[src/rtl/vga_fb_arbiter_pkg.sv]
// Shared types and constants for the frame-buffer arbiter.
package vga_fb_pkg;

    typedef enum logic [1:0] {
        GNT_NONE,
        GNT_RD,
        GNT_WR
    } grant_t;

    localparam int VGA_ADDR_W = 18;
    localparam int VGA_DATA_W = 8;
    localparam int FB_PIXELS  = 400 * 400;

    // Number of pixel words an address bus of width aw can reach.
    function automatic longint unsigned pix_limit(input int aw);
        return longint'(1) << aw;
    endfunction

endpackage

[src/rtl/vga_fb_arbiter_if.sv]
// Bundles the VGA fetch, CPU store and frame-buffer RAM signals.
interface vga_fb_if
    import vga_fb_pkg::*;
#(
    parameter int ADDR_W     = VGA_ADDR_W,
    parameter int DATA_W     = VGA_DATA_W,
    parameter int FIFO_DEPTH = 4
);
    localparam int CW = $clog2(FIFO_DEPTH) + 1;

    logic              pix_req;
    logic [ADDR_W-1:0] pix_addr;
    logic [DATA_W-1:0] pix_data;
    logic              pix_valid;
    logic              pix_miss;
    logic              cpu_we;
    logic [ADDR_W-1:0] cpu_addr;
    logic [DATA_W-1:0] cpu_wdata;
    logic              cpu_ready;
    logic              wr_drop;
    logic [CW-1:0]     fifo_count;
    logic [ADDR_W-1:0] mem_addr;
    logic              mem_we;
    logic [DATA_W-1:0] mem_wdata;
    logic [DATA_W-1:0] mem_rdata;

    // Surrounding system: VGA fetch logic, CPU store path and the RAM.
    modport master (
        output pix_req, pix_addr, cpu_we, cpu_addr, cpu_wdata, mem_rdata,
        input  pix_data, pix_valid, pix_miss, cpu_ready, wr_drop, fifo_count,
               mem_addr, mem_we, mem_wdata
    );

    // The arbiter itself.
    modport slave (
        input  pix_req, pix_addr, cpu_we, cpu_addr, cpu_wdata, mem_rdata,
        output pix_data, pix_valid, pix_miss, cpu_ready, wr_drop, fifo_count,
               mem_addr, mem_we, mem_wdata
    );

endinterface

[src/rtl/vga_fb_arbiter_wr_fifo.sv]
// Posted-write FIFO: synchronous, power-of-two depth, pointers wrap naturally.
module vga_wr_fifo #(
    parameter int W     = 26,
    parameter int DEPTH = 4,
    localparam int PW   = $clog2(DEPTH),
    localparam int CW   = PW + 1
) (
    input  logic          clk,
    input  logic          reset,
    input  logic          push_i,
    input  logic [W-1:0]  wdata_i,
    input  logic          pop_i,
    output logic [W-1:0]  rdata_o,
    output logic          full_o,
    output logic          empty_o,
    output logic [CW-1:0] count_o
);
    logic [W-1:0]  mem_q [DEPTH];
    logic [PW-1:0] wr_ptr_q, rd_ptr_q;
    logic [CW-1:0] count_q;
    logic          do_push, do_pop;

    assign full_o  = (count_q == CW'(DEPTH));
    assign empty_o = (count_q == '0);
    assign count_o = count_q;
    assign rdata_o = mem_q[rd_ptr_q];
    assign do_push = push_i && !full_o;
    assign do_pop  = pop_i && !empty_o;

    // Entry storage; contents need no reset since count gates visibility.
    always_ff @(posedge clk) begin
        if (do_push) mem_q[wr_ptr_q] <= wdata_i;
    end

    // Pointers and occupancy.
    always_ff @(posedge clk) begin
        if (reset) begin
            wr_ptr_q <= '0;
            rd_ptr_q <= '0;
            count_q  <= '0;
        end else begin
            if (do_push) wr_ptr_q <= wr_ptr_q + 1'b1;
            if (do_pop)  rd_ptr_q <= rd_ptr_q + 1'b1;
            count_q <= count_q + CW'(do_push) - CW'(do_pop);
        end
    end

endmodule

[src/rtl/vga_fb_arbiter.sv]
// Single-port frame-buffer arbiter: VGA reads win, CPU writes drain through
// a posted FIFO, and a starvation counter forces a write slot eventually.
module vga_fb_arbiter
    import vga_fb_pkg::*;
#(
    parameter int ADDR_W     = VGA_ADDR_W,
    parameter int DATA_W     = VGA_DATA_W,
    parameter int FIFO_DEPTH = 4,
    parameter int STARVE_MAX = 64
) (
    input  logic   clk,
    input  logic   reset,
    vga_fb_if.slave bus
);
    localparam int CW = $clog2(FIFO_DEPTH) + 1;
    localparam int SW = $clog2(STARVE_MAX + 1);

    grant_t            gnt_d, gnt_q;
    logic [SW-1:0]     starve_d, starve_q;
    logic [ADDR_W-1:0] mem_addr_q;
    logic              pix_miss_d, pix_miss_q;
    logic              wr_drop_q;
    logic              force_wr, push, pop;
    logic              fifo_full, fifo_empty;
    logic [CW-1:0]     fifo_count;
    logic [ADDR_W-1:0] head_addr;
    logic [DATA_W-1:0] head_data;

    // Ready reflects the current count, so a push while full is lost even
    // when the same cycle pops.
    assign bus.cpu_ready  = !fifo_full;
    assign push           = bus.cpu_we && bus.cpu_ready;
    assign pop            = (gnt_d == GNT_WR);
    assign bus.fifo_count = fifo_count;

    vga_wr_fifo #(
        .W     (ADDR_W + DATA_W),
        .DEPTH (FIFO_DEPTH)
    ) u_fifo (
        .clk     (clk),
        .reset   (reset),
        .push_i  (push),
        .wdata_i ({bus.cpu_addr, bus.cpu_wdata}),
        .pop_i   (pop),
        .rdata_o ({head_addr, head_data}),
        .full_o  (fifo_full),
        .empty_o (fifo_empty),
        .count_o (fifo_count)
    );

    // Grant decision and starvation bookkeeping for this cycle.
    always_comb begin
        gnt_d    = GNT_NONE;
        starve_d = starve_q;
        force_wr = (starve_q == SW'(STARVE_MAX)) && !fifo_empty;
        if (force_wr)          gnt_d = GNT_WR;
        else if (bus.pix_req)  gnt_d = GNT_RD;
        else if (!fifo_empty)  gnt_d = GNT_WR;

        if (fifo_empty || gnt_d == GNT_WR)   starve_d = '0;
        else if (starve_q != SW'(STARVE_MAX)) starve_d = starve_q + 1'b1;

        pix_miss_d = bus.pix_req && (gnt_d != GNT_RD);
    end

    // RAM port mux; the address parks on its last value when idle.
    always_comb begin
        bus.mem_we    = 1'b0;
        bus.mem_addr  = mem_addr_q;
        bus.mem_wdata = head_data;
        case (gnt_d)
            GNT_RD: bus.mem_addr = bus.pix_addr;
            GNT_WR: begin
                bus.mem_addr = head_addr;
                bus.mem_we   = 1'b1;
            end
            default: ;
        endcase
    end

    // Grant history, starve counter and sticky status.
    always_ff @(posedge clk) begin
        if (reset) begin
            gnt_q      <= GNT_NONE;
            starve_q   <= '0;
            mem_addr_q <= '0;
            pix_miss_q <= 1'b0;
            wr_drop_q  <= 1'b0;
        end else begin
            gnt_q      <= gnt_d;
            starve_q   <= starve_d;
            mem_addr_q <= bus.mem_addr;
            pix_miss_q <= pix_miss_d;
            if (bus.cpu_we && !bus.cpu_ready) wr_drop_q <= 1'b1;
        end
    end

    // RAM read data arrives one cycle after the granted address.
    assign bus.pix_valid = (gnt_q == GNT_RD);
    assign bus.pix_data  = bus.mem_rdata;
    assign bus.pix_miss  = pix_miss_q;
    assign bus.wr_drop   = wr_drop_q;

endmodule

[src/flat_wrapper.sv]
// flat-port wrapper written by rule: the top's interface ports become plain ports
module vga_fb_arbiter_flat import vga_fb_pkg::*;
#(
    parameter int ADDR_W     = VGA_ADDR_W,
    parameter int DATA_W     = VGA_DATA_W,
    parameter int FIFO_DEPTH = 4,
    parameter int STARVE_MAX = 64
)
  (clk, reset, bus_pix_req, bus_pix_addr, bus_cpu_we, bus_cpu_addr, bus_cpu_wdata, bus_mem_rdata, bus_pix_data, bus_pix_valid, bus_pix_miss, bus_cpu_ready, bus_wr_drop, bus_fifo_count, bus_mem_addr, bus_mem_we, bus_mem_wdata);
  vga_fb_if #(.ADDR_W(ADDR_W), .DATA_W(DATA_W), .FIFO_DEPTH(FIFO_DEPTH)) bus_i ();
  input  logic clk;
  input  logic reset;
  input wire logic [$bits(bus_i.pix_req)-1:0] bus_pix_req;
  input wire logic [$bits(bus_i.pix_addr)-1:0] bus_pix_addr;
  input wire logic [$bits(bus_i.cpu_we)-1:0] bus_cpu_we;
  input wire logic [$bits(bus_i.cpu_addr)-1:0] bus_cpu_addr;
  input wire logic [$bits(bus_i.cpu_wdata)-1:0] bus_cpu_wdata;
  input wire logic [$bits(bus_i.mem_rdata)-1:0] bus_mem_rdata;
  output wire logic [$bits(bus_i.pix_data)-1:0] bus_pix_data;
  output wire logic [$bits(bus_i.pix_valid)-1:0] bus_pix_valid;
  output wire logic [$bits(bus_i.pix_miss)-1:0] bus_pix_miss;
  output wire logic [$bits(bus_i.cpu_ready)-1:0] bus_cpu_ready;
  output wire logic [$bits(bus_i.wr_drop)-1:0] bus_wr_drop;
  output wire logic [$bits(bus_i.fifo_count)-1:0] bus_fifo_count;
  output wire logic [$bits(bus_i.mem_addr)-1:0] bus_mem_addr;
  output wire logic [$bits(bus_i.mem_we)-1:0] bus_mem_we;
  output wire logic [$bits(bus_i.mem_wdata)-1:0] bus_mem_wdata;
  assign bus_i.pix_req = bus_pix_req;
  assign bus_i.pix_addr = bus_pix_addr;
  assign bus_i.cpu_we = bus_cpu_we;
  assign bus_i.cpu_addr = bus_cpu_addr;
  assign bus_i.cpu_wdata = bus_cpu_wdata;
  assign bus_i.mem_rdata = bus_mem_rdata;
  assign bus_pix_data = bus_i.pix_data;
  assign bus_pix_valid = bus_i.pix_valid;
  assign bus_pix_miss = bus_i.pix_miss;
  assign bus_cpu_ready = bus_i.cpu_ready;
  assign bus_wr_drop = bus_i.wr_drop;
  assign bus_fifo_count = bus_i.fifo_count;
  assign bus_mem_addr = bus_i.mem_addr;
  assign bus_mem_we = bus_i.mem_we;
  assign bus_mem_wdata = bus_i.mem_wdata;
  vga_fb_arbiter #(.ADDR_W(ADDR_W), .DATA_W(DATA_W), .FIFO_DEPTH(FIFO_DEPTH), .STARVE_MAX(STARVE_MAX)) u_core (.clk(clk), .reset(reset), .bus(bus_i));
endmodule
[config.mk]
export PLATFORM = sky130hd
export DESIGN_NAME = vga_fb_arbiter_flat
export DESIGN_NICKNAME = d
export VERILOG_FILES = /design/src/rtl/vga_fb_arbiter_pkg.sv /design/src/rtl/vga_fb_arbiter_if.sv /design/src/rtl/vga_fb_arbiter_wr_fifo.sv /design/src/rtl/vga_fb_arbiter.sv /design/src/flat_wrapper.sv
export SDC_FILE = /design/constraint.sdc
export NUM_CORES = 1
export LEC_CHECK = 0
export CORE_MARGIN = 4
export CORE_UTILIZATION = 45
export CTS_CLUSTER_DIAMETER = 60
export DETAILED_ROUTE_END_ITERATION = 10
export GPL_ROUTABILITY_DRIVEN = 0
export PLACE_DENSITY = 0.78
export SLEW_MARGIN = 5
export SYNTH_ARGS = -nofsm -noshare
export SYNTH_HDL_FRONTEND = slang
export SYNTH_SLANG_ARGS = --single-unit
[constraint.sdc]
create_clock -name clk -period 6.8 [get_ports clk]
set_input_delay 1.36 -clock clk [delete_from_list [all_inputs] [get_ports clk]]
set_output_delay 1.36 -clock clk [all_outputs]
set_load 0.02 [all_outputs]
==> reports/metrics.csv, run 1 <==
metric,value,unit
status,"finished, final reports clean",
Worst EP arrival,4.18,ns
post-synthesis register bit count,142,
share of total power in the clock network,0.318,
post-CTS setup buffer count,0,
fill count,1011,
Final Cycle Share,0.815,
Sw Pwr,0.754,mW
htree depth,4,
YS warnings,0,
Worst Path Required,5.44,ns
initial core utilization,0.462,
"critical path fanouts, max",36,
Via Count,3395,
vias in the first global route,3607,
hold crit path type,flip-flop to flip-flop,
maximum VDD drop,0.000265,V
switching part of the total,0.283,
wire length per cell,17.9,um
crit path kind,input pin to output pin,
Logic pwr share,0.274,
Seq pwr share,0.408,
root buffer cell,clkbuf_16,
layout cells sized above 1,0.0983,
Setup TNS,0,ns
CTS Hold Buffers Added,0,
Detailed Routing Iterations Pass 1,4,
Syn Area/Cell,14.9,um2
Pins Over Slew Limit,0,
clock slew at reported path FFs,0.05,ns
GRT Overall Usage,0.168,
P_leak,2.37,nW
maximum clock rate,180,MHz
Post-Synthesis Cells,394,
CTS tree,done,
pwr/cell area,368,nW/um2
die height,122,um
drt total wl,11600,um
minimum clock period,5.54,ns
hpwl dp,7200,um
core area,12700,um2
area of the mapped netlist,5860,um2
Total Die Area,14900,um2
max-capacitance violation count,0,
clk buf depth,2,
clk sink count,142,
post-cts sizing count,0,
die width,122,um
pin count of the biggest net entering global routing,37,
diode count,0,
actual slew at the worst max-slew pin,1.12,ns
"Setup violations, final",0,
post-synth cell types,38,
Site Rows,41,
PortBufs,81,
DRT antenna net count,0,
Final Hold Fails,0,
number of vias per cell,5.22,
"Seq/Total Area, Yosys",0.663,
Worst-Skew Late Latency,0.42,ns
fin nets,534,
most frequent cells in the layout,"104 x edfxtp_1, 81 x clkdlybuf4s50_1, 41 x nor2b_1, 37 x dfxtp_1, 36 x mux2i_1",
Int Pwr,1.91,mW
grt ovf,0,
# DRC,0,
Inserted Clock Buffers,17,
"commonest non-fill, non-tap cell in the layout",edfxtp_1,
CP endpoint kind,output pin,
Starting DRT DRC Count,120,
register area,3880,um2
"setup slack, reg-to-reg",3.75,ns
footprint of the multi-input gates,1740,um2
I/O pin count,98,
total design power,2.66,mW
antenna violations before repair,0,
Startpoint Class,input pin,
Syn Nets,461,
Setup Skew,0.00823,ns
RSZ-0062 raised after global routing,no,
Max transition margin,0.253,
first-pass GRT wire length,18400,um
Area Overhead vs Synth,23.5,%
WHS,0.490,ns
per-stage QoR:
step                      instance area (um2)  instances  setup slack (ns)  utilization
final                                    7230        650              1.26        0.571
after global routing                     7230        650              1.01        0.571
after CTS                                7230        650              1.22        0.571
after detailed placement                 6700        620              1.23        0.529
after global placement                   6700        620              1.32        0.529
after floorplan                          5860        394              2.65            -
power by group through the flow:
stage          clock network, mW  registers, mW  logic, mW
2_1_floorplan                  0           1.09      0.460
3_3_place_gp                   0           1.10      0.717
3_5_place_dp                   0           1.10      0.734
4_1_cts                    0.861           1.09      0.742
5_1_grt                    0.907           1.10      0.796
6_report                   0.846           1.09      0.731
cell type report:
cell class | instances | share of cell area
clock buffers | 21 | 0.0609
clock inverters | 9 | 0.0133
inverters | 8 | 0.00415
multi-input cells | 215 | 0.241
flip-flops and latches | 142 | 0.537
well taps | 172 | 0.0297
repair buffers | 83 | 0.114
synthesized netlist by cell type:
cell | number | area share
a211oi_1 | 2 | 0.0026
a21o_1 | 3 | 0.0038
a21oi_1 | 22 | 0.019
a21oi_2 | 2 | 0.0030
a31oi_1 | 1 | 0.0011
and3_2 | 4 | 0.0051
buf_1 | 2 | 0.0013
buf_2 | 3 | 0.0026
buf_4 | 10 | 0.013
buf_6 | 7 | 0.013
clkbuf_1 | 7 | 0.0045
dfxtp_1 | 38 | 0.13
edfxtp_1 | 104 | 0.53
fa_1 | 1 | 0.0034
ha_1 | 10 | 0.021
inv_1 | 8 | 0.0051
mux2i_1 | 36 | 0.062
mux4_2 | 8 | 0.031
nand2_1 | 4 | 0.0026
nand2_2 | 1 | 0.0011
nand2b_1 | 2 | 0.0021
nand2b_4 | 1 | 0.0023
nand3_1 | 7 | 0.0060
nor2_1 | 9 | 0.0058
nor2b_1 | 41 | 0.044
nor3_1 | 4 | 0.0034
nor3_2 | 1 | 0.0017
nor3b_1 | 18 | 0.023
nor4b_2 | 1 | 0.0026
o21ai_0 | 5 | 0.0043
o221ai_1 | 18 | 0.027
o311ai_0 | 1 | 0.0015
o31ai_1 | 1 | 0.0013
or3_1 | 3 | 0.0032
or3b_1 | 1 | 0.0015
or4b_4 | 1 | 0.0023
xnor2_1 | 3 | 0.0045
xor2_1 | 4 | 0.0060
sequential cells by signal, indices dropped and copies added (netlist names), named ones only:
name / flops
u_core.bus.pix_miss: 1
u_core.bus.wr_drop: 1
u_core.starve_q: 7
u_core.u_fifo.mem_q: 104
u_core.u_fifo.count_o: 3
u_core.u_fifo.rd_ptr_q: 2
u_core.u_fifo.wr_ptr_q: 2
u_core.mem_addr_q: 18
u_core.gnt_q: 2
metal layers:
metal,vias up,wire length (um),track usage
li1,1626,-,-
met1,1669,4640,0.190
met2,80,5940,0.279
met3,20,843,0.0734
met4,0,194,0.0658
met5,-,0,0
critical path: stages:
cell and delay [ns]:
clkdlybuf4s50_1 0.57, o21ai_0 0.12, ha_1 1.05, a21oi_1 0.08
o221ai_1 0.12, nor2b_1 0.22, clkdlybuf4s50_1 0.64
final timing paths:
| path | cells after the start | endpoint | start |
|---|---|---|---|
| setup reg to reg | 15 | u_core.u_fifo.count_o[2] | u_core.starve_q[0] |
| hold reg to reg | 2 | u_core.bus.wr_drop | u_core.bus.wr_drop |
| hold / removal | 2 | u_core.bus.wr_drop | u_core.bus.wr_drop |
| setup / recovery | 7 | bus_mem_addr[16] | bus_pix_req |
kinds of logic after synthesis:
family                   Yosys count  share of synthesized area
flip-flops                       142                      0.663
adder cells (fa/ha/maj)           11                     0.0248
buffers and inverters             37                     0.0397
multiplexers                      44                     0.0923
AO/OA/AOI/OAI                     55                     0.0632
XOR/XNOR                           7                     0.0105
AND/OR/NAND/NOR                   98                      0.107
Note: power is estimated with default switching activity, not from simulation.
==> inputs of run 2 (changes only) <==
==> constraint.sdc (replaced) <==
create_clock -name clk -period 5.4 [get_ports clk]
set_input_delay 1.08 -clock clk [delete_from_list [all_inputs] [get_ports clk]]
set_output_delay 1.08 -clock clk [all_outputs]
set_load 0.02 [all_outputs]
==> run 2 against run 1 <==
Sequential cell count unchanged; utilization is 0.83 points higher; final area increased by 1.5%; clock power rose by 44%; setup slack worse by 0.60 ns; final cell count grew 0.62%; sequential power is 26% higher; largest power group unchanged; count of clock-buffer cells in the layout shrank 3; clock skew down 0.00075 ns; critical endpoint unchanged; worst hold slack better by 0.0055 ns; critical path type unchanged.
==> reports/metrics.csv, run 2 (same netlist as run 1, synthesis figures left out) <==
metric,value,unit
max-capacitance violation count,0,
status,"finished, final reports clean",
initial core utilization,0.462,
CP endpoint kind,output pin,
RSZ-0062 raised after global routing,no,
Largest regs,"u_core.u_fifo.mem_q x104, u_core.mem_addr_q x18, u_core.starve_q x7",
PortBufs,81,
GRT Overall Usage,0.169,
Startpoint Class,input pin,
"commonest non-fill, non-tap cell in the layout",edfxtp_1,
wire length per cell,18.2,um
root buffer cell,clkbuf_16,
Max transition margin,0.208,
diode count,0,
actual slew at the worst max-slew pin,1.19,ns
r2r worst-path depth,15,
pwr/cell area,479,nW/um2
most frequent cells in the layout,"104 x edfxtp_1, 81 x clkdlybuf4s50_1, 41 x nor2b_1, 37 x dfxtp_1, 36 x mux2i_1",
P_leak,2.42,nW
"CP delay by family, top",buffers and inverters,
Total Die Area,14900,um2
first-pass GRT wire length,18600,um
"critical path fanouts, max",18,
"Setup violations, final",0,
minimum clock period,4.74,ns
number of vias per cell,5.25,
crit path kind,input pin to output pin,
Via Count,3434,
register area,3880,um2
register bank with the most flops,u_core.u_fifo.mem_q,
pin count of the biggest net entering global routing,38,
Pins Over Slew Limit,0,
post-cts sizing count,0,
htree depth,4,
switching part of the total,0.276,
post-CTS setup buffer count,0,
CTS Hold Buffers Added,0,
CTS tree,done,
core area,12700,um2
DRT antenna net count,0,
Inserted Clock Buffers,17,
# DRC,0,
"Buf+Inv Stages, Crit Path",2,
footprint of the multi-input gates,1740,um2
maximum clock rate,211,MHz
Area Overhead vs Synth,25.3,%
drt total wl,11900,um
clk buf depth,2,
Sw Pwr,0.971,mW
share of total power in the clock network,0.348,
Detailed Routing Iterations Pass 1,4,
maximum VDD drop,0.000268,V
utilization after layout,0.579,
Setup TNS,0,ns
Setup Skew,0.00747,ns
Int Pwr,2.55,mW
crit-path cells,clkdlybuf4s50_1 > a21oi_1 > ha_1 > nand2_2 > o221ai_1 > nor2b_1 > clkdlybuf4s50_1,
Logic pwr share,0.263,
Critical Path Most Common Cell,clkdlybuf4s50_1,
Largest register FFs,104,
Worst EP arrival,3.66,ns
Worst-Skew Late Latency,0.42,ns
hold depth,2,
clock slew at reported path FFs,0.05,ns
hpwl dp,7420,um
fin nets,536,
Placed Cells,622,
Site Rows,41,
hold crit path type,flip-flop to flip-flop,
vias in the first global route,3654,
die height,122,um
antenna violations before repair,1,
die width,122,um
crit-path max cell delay,0.62,ns
layout cells sized above 1,0.108,
Starting DRT DRC Count,190,
Final Cycle Share,0.877,
Final Hold Fails,0,
Worst Path Required,4.32,ns
Seq pwr share,0.389,
fin cells,654,
CP Depth,7,
grt ovf,0,
I/O pin count,98,
clk sink count,142,
slowest cell on the critical path,clkdlybuf4s50_1,
fill count,1014,
## run 2: layout make-up
cell class                 count  share of cell area
timing repair buffer          85               0.115
multi-input combinational    215               0.237
sequential                   142               0.529
clock buffer                  18              0.0585
clock inverter                14              0.0269
tap                          172              0.0293
inverter                       8             0.00409
## run 2: per-layer routing
metal | share of wire | track usage | wire length (um) | up-vias
met3 | 0.062 | 0.0678 | 736 | 19
met2 | 0.51 | 0.285 | 6110 | 87
met5 | 0.00092 | 0 | 11 | -
li1 | - | - | - | 1626
met1 | 0.41 | 0.194 | 4880 | 1700
met4 | 0.016 | 0.0644 | 193 | 2
## run 2: per-stage QoR
step	area, um2	hold slack (ns)	worst slack (ns)	power (mW)
global placement	6710	0.448	0.747	2.29
floorplan	5860	0.462	1.81	1.96
finish	7340	0.496	0.662	3.52
global route	7340	0.513	0.414	3.69
CTS	7340	0.493	0.646	3.55
detailed placement	6710	0.476	0.676	2.32
## run 2: path summary, 6_finish.rpt
| path | from | end | slack (ns) |
|---|---|---|---|
| setup / recovery | bus_pix_req | bus_mem_addr[16] | 0.66 |
| hold reg to reg | u_core.bus.wr_drop | u_core.bus.wr_drop | 0.50 |
| hold / removal | u_core.bus.wr_drop | u_core.bus.wr_drop | 0.50 |
| setup reg to reg | u_core.starve_q[0] | u_core.u_fifo.count_o[2] | 2.38 |
## run 2: worst reg2reg max path, stage by stage, from the launching register on
cell	delay, ns
dfxtp_1	0.41
inv_1	0.10
ha_1	0.22
nor2b_1	0.16
nand2_1	0.12
o21ai_0	0.10
ha_1	0.32
o31ai_1	0.15
inv_1	0.09
ha_1	0.29
inv_1	0.04
ha_1	0.18
fa_1	0.37
xnor2_1	0.18
xnor2_1	0.14
nor2_1	0.05
## run 2: power by group through the flow
| stage | clock [mW] | sequential, mW | combinational (mW) |
|---|---|---|---|
| 2_1_floorplan | 0 | 1.38 | 0.580 |
| 3_3_place_gp | 0 | 1.38 | 0.908 |
| 3_5_place_dp | 0 | 1.39 | 0.927 |
| 4_1_cts | 1.24 | 1.37 | 0.936 |
| 5_1_grt | 1.30 | 1.38 | 1.01 |
| 6_report | 1.22 | 1.37 | 0.924 |
==> inputs of run 3 (changes only) <==
--- a/config.mk
+++ b/config.mk
@@ -11,6 +11,7 @@
 export DETAILED_ROUTE_END_ITERATION = 10
 export GPL_ROUTABILITY_DRIVEN = 0
 export PLACE_DENSITY = 0.78
+export SKIP_CTS_REPAIR_TIMING = 1
 export SLEW_MARGIN = 5
 export SYNTH_ARGS = -nofsm -noshare
 export SYNTH_HDL_FRONTEND = slang
==> constraint.sdc (replaced) <==
create_clock -name clk -period 4.5 [get_ports clk]
set_input_delay 0.9 -clock clk [delete_from_list [all_inputs] [get_ports clk]]
set_output_delay 0.9 -clock clk [all_outputs]
set_load 0.02 [all_outputs]
==> run 3 against run 2 <==
Register-to-register slack got worse by 0.87 ns; final area rose by 0.26%; critical endpoint unchanged; sequential power rose by 20%; utilization rose by 0.15 points; highest routed layer unchanged; clock power rose by 16%.
==> reports/metrics.csv, run 3 (same netlist as run 1, synthesis figures left out) <==
metric,value,unit
Worst EP arrival,3.22,ns
Site Rows,41,
Largest register FFs,104,
Worst-Skew Late Latency,0.41,ns
Max transition margin,0.482,
footprint of the multi-input gates,1750,um2
Setup Skew,0.00724,ns
maximum clock rate,243,MHz
register bank with the most flops,u_core.u_fifo.mem_q,
"commonest non-fill, non-tap cell in the layout",edfxtp_1,
clk sink count,142,
Critical Path Most Common Cell,nor2b_1,
Inserted Clock Buffers,17,
fin nets,538,
register area,3880,um2
DRT antenna net count,0,
CP endpoint kind,output pin,
Startpoint Class,flip-flop,
status,"finished, final reports clean",
die height,122,um
pin count of the biggest net entering global routing,37,
# DRC,0,
Via Count,3432,
"worst slack, placed",0.190,ns
first-pass GRT wire length,19000,um
PortBufs,81,
"CP delay by family, top",simple AND/OR/NAND/NOR gates,
Total Die Area,14900,um2
Final Cycle Share,0.916,
"setup slack, reg-to-reg",1.51,ns
minimum clock period,4.12,ns
maximum VDD drop,0.000296,V
die width,122,um
"Setup violations, final",0,
root buffer cell,clkbuf_16,
fill count,1004,
"critical path fanouts, max",11,
Pins Over Slew Limit,0,
Setup TNS,0,ns
max-capacitance violation count,0,
"Worst Setup Slack, final",0.377,ns
most frequent cells in the layout,"104 x edfxtp_1, 81 x clkdlybuf4s50_1, 41 x nor2b_1, 37 x dfxtp_1, 36 x mux2i_1",
Area Overhead vs Synth,25.6,%
drt total wl,11900,um
Largest regs,"u_core.u_fifo.mem_q x104, u_core.mem_addr_q x18, u_core.starve_q x7",
I/O pin count,98,
GRT Overall Usage,0.172,
Worst Path Required,3.60,ns
number of vias per cell,5.23,
clk buf depth,2,
slowest cell on the critical path,or4b_4,
Final Hold Fails,0,
layout cells sized above 1,0.122,
wire length per cell,18.1,um
crit path kind,flip-flop to output pin,
crit-path max cell delay,0.58,ns
diode count,0,
P_leak,2.44,nW
crit-path cells,or4b_4 > nor3_1 > nor2b_1 > ha_1 > buf_4 > a21oi_1 > o221ai_1 > nor2b_1 > clkdlybuf4s50_1,
pwr/cell area,570,nW/um2
antenna violations before repair,1,
htree depth,4,
hold crit path type,flip-flop to flip-flop,
hpwl dp,7660,um
Detailed Routing Iterations Pass 1,4,
vias in the first global route,3773,
initial core utilization,0.462,
grt ovf,0,
"Buf+Inv Stages, Crit Path",2,
Starting DRT DRC Count,217,
CTS tree,done,
actual slew at the worst max-slew pin,0.776,ns
RSZ-0062 raised after global routing,no,
clock slew at reported path FFs,0.06,ns
core area,12700,um2
## run 3: cell count changes in the layout (fill, tap and decap cells not counted), sizes merged
cell and change:
bufinv -2, inv +5, clkinv -3, buf +2, clkbuf -1, clkinvlp +1
## run 3: area by class of cell
class	count	area share
clock inverters	15	0.0252
flip-flops and latches	142	0.528
multi-input cells	215	0.238
repair buffers	87	0.118
well taps	172	0.0292
inverters	8	0.00408
clock buffers	17	0.0578
## run 3: worst paths after layout
path	startpoint	to	cells after the start
setup reg to reg	u_core.starve_q[0]	u_core.u_fifo.count_o[2]	15
hold reg to reg	u_core.bus.wr_drop	u_core.bus.wr_drop	2
hold / removal	u_core.bus.wr_drop	u_core.bus.wr_drop	2
setup / recovery	u_core.starve_q[2]	bus_mem_addr[16]	9
## run 3: per-stage QoR
stage | util | area, um2 | hold WS [ns] | total power, mW | cells
3_3_place_gp | 0.532 | 6740 | 0.451 | 2.76 | 624
3_5_place_dp | 0.532 | 6740 | 0.480 | 2.80 | 624
6_report | 0.581 | 7360 | 0.487 | 4.20 | 656
4_1_cts | 0.580 | 7350 | 0.494 | 4.23 | 656
2_1_floorplan | - | 5860 | 0.462 | 2.35 | 394
5_1_grt | 0.581 | 7360 | 0.527 | 4.40 | 656
## run 3: worst register-to-register path, stage by stage (launching register included)
cell     delay (ns)
dfxtp_1        0.42
inv_1          0.09
ha_1           0.21
nor2b_1        0.15
nand2_1        0.12
o21ai_0        0.10
ha_2           0.27
o31ai_1        0.12
inv_1          0.08
ha_1           0.29
inv_1          0.04
ha_1           0.18
fa_1           0.38
xnor2_1        0.20
xnor2_1        0.16
nor2_1         0.06
## run 3: per-layer routing
metal  wire length, um  track usage
met4               155       0.0707
met1              4630        0.194
met2              6200        0.290
met5                13            0
met3               862       0.0715
## run 3: report_power, final
| group | leakage, nW | internal, mW | switching [mW] |
|---|---|---|---|
| clock | 0.295 | 0.880 | 0.542 |
| combinational | 0.874 | 0.535 | 0.597 |
| sequential | 1.27 | 1.57 | 0.0763 |
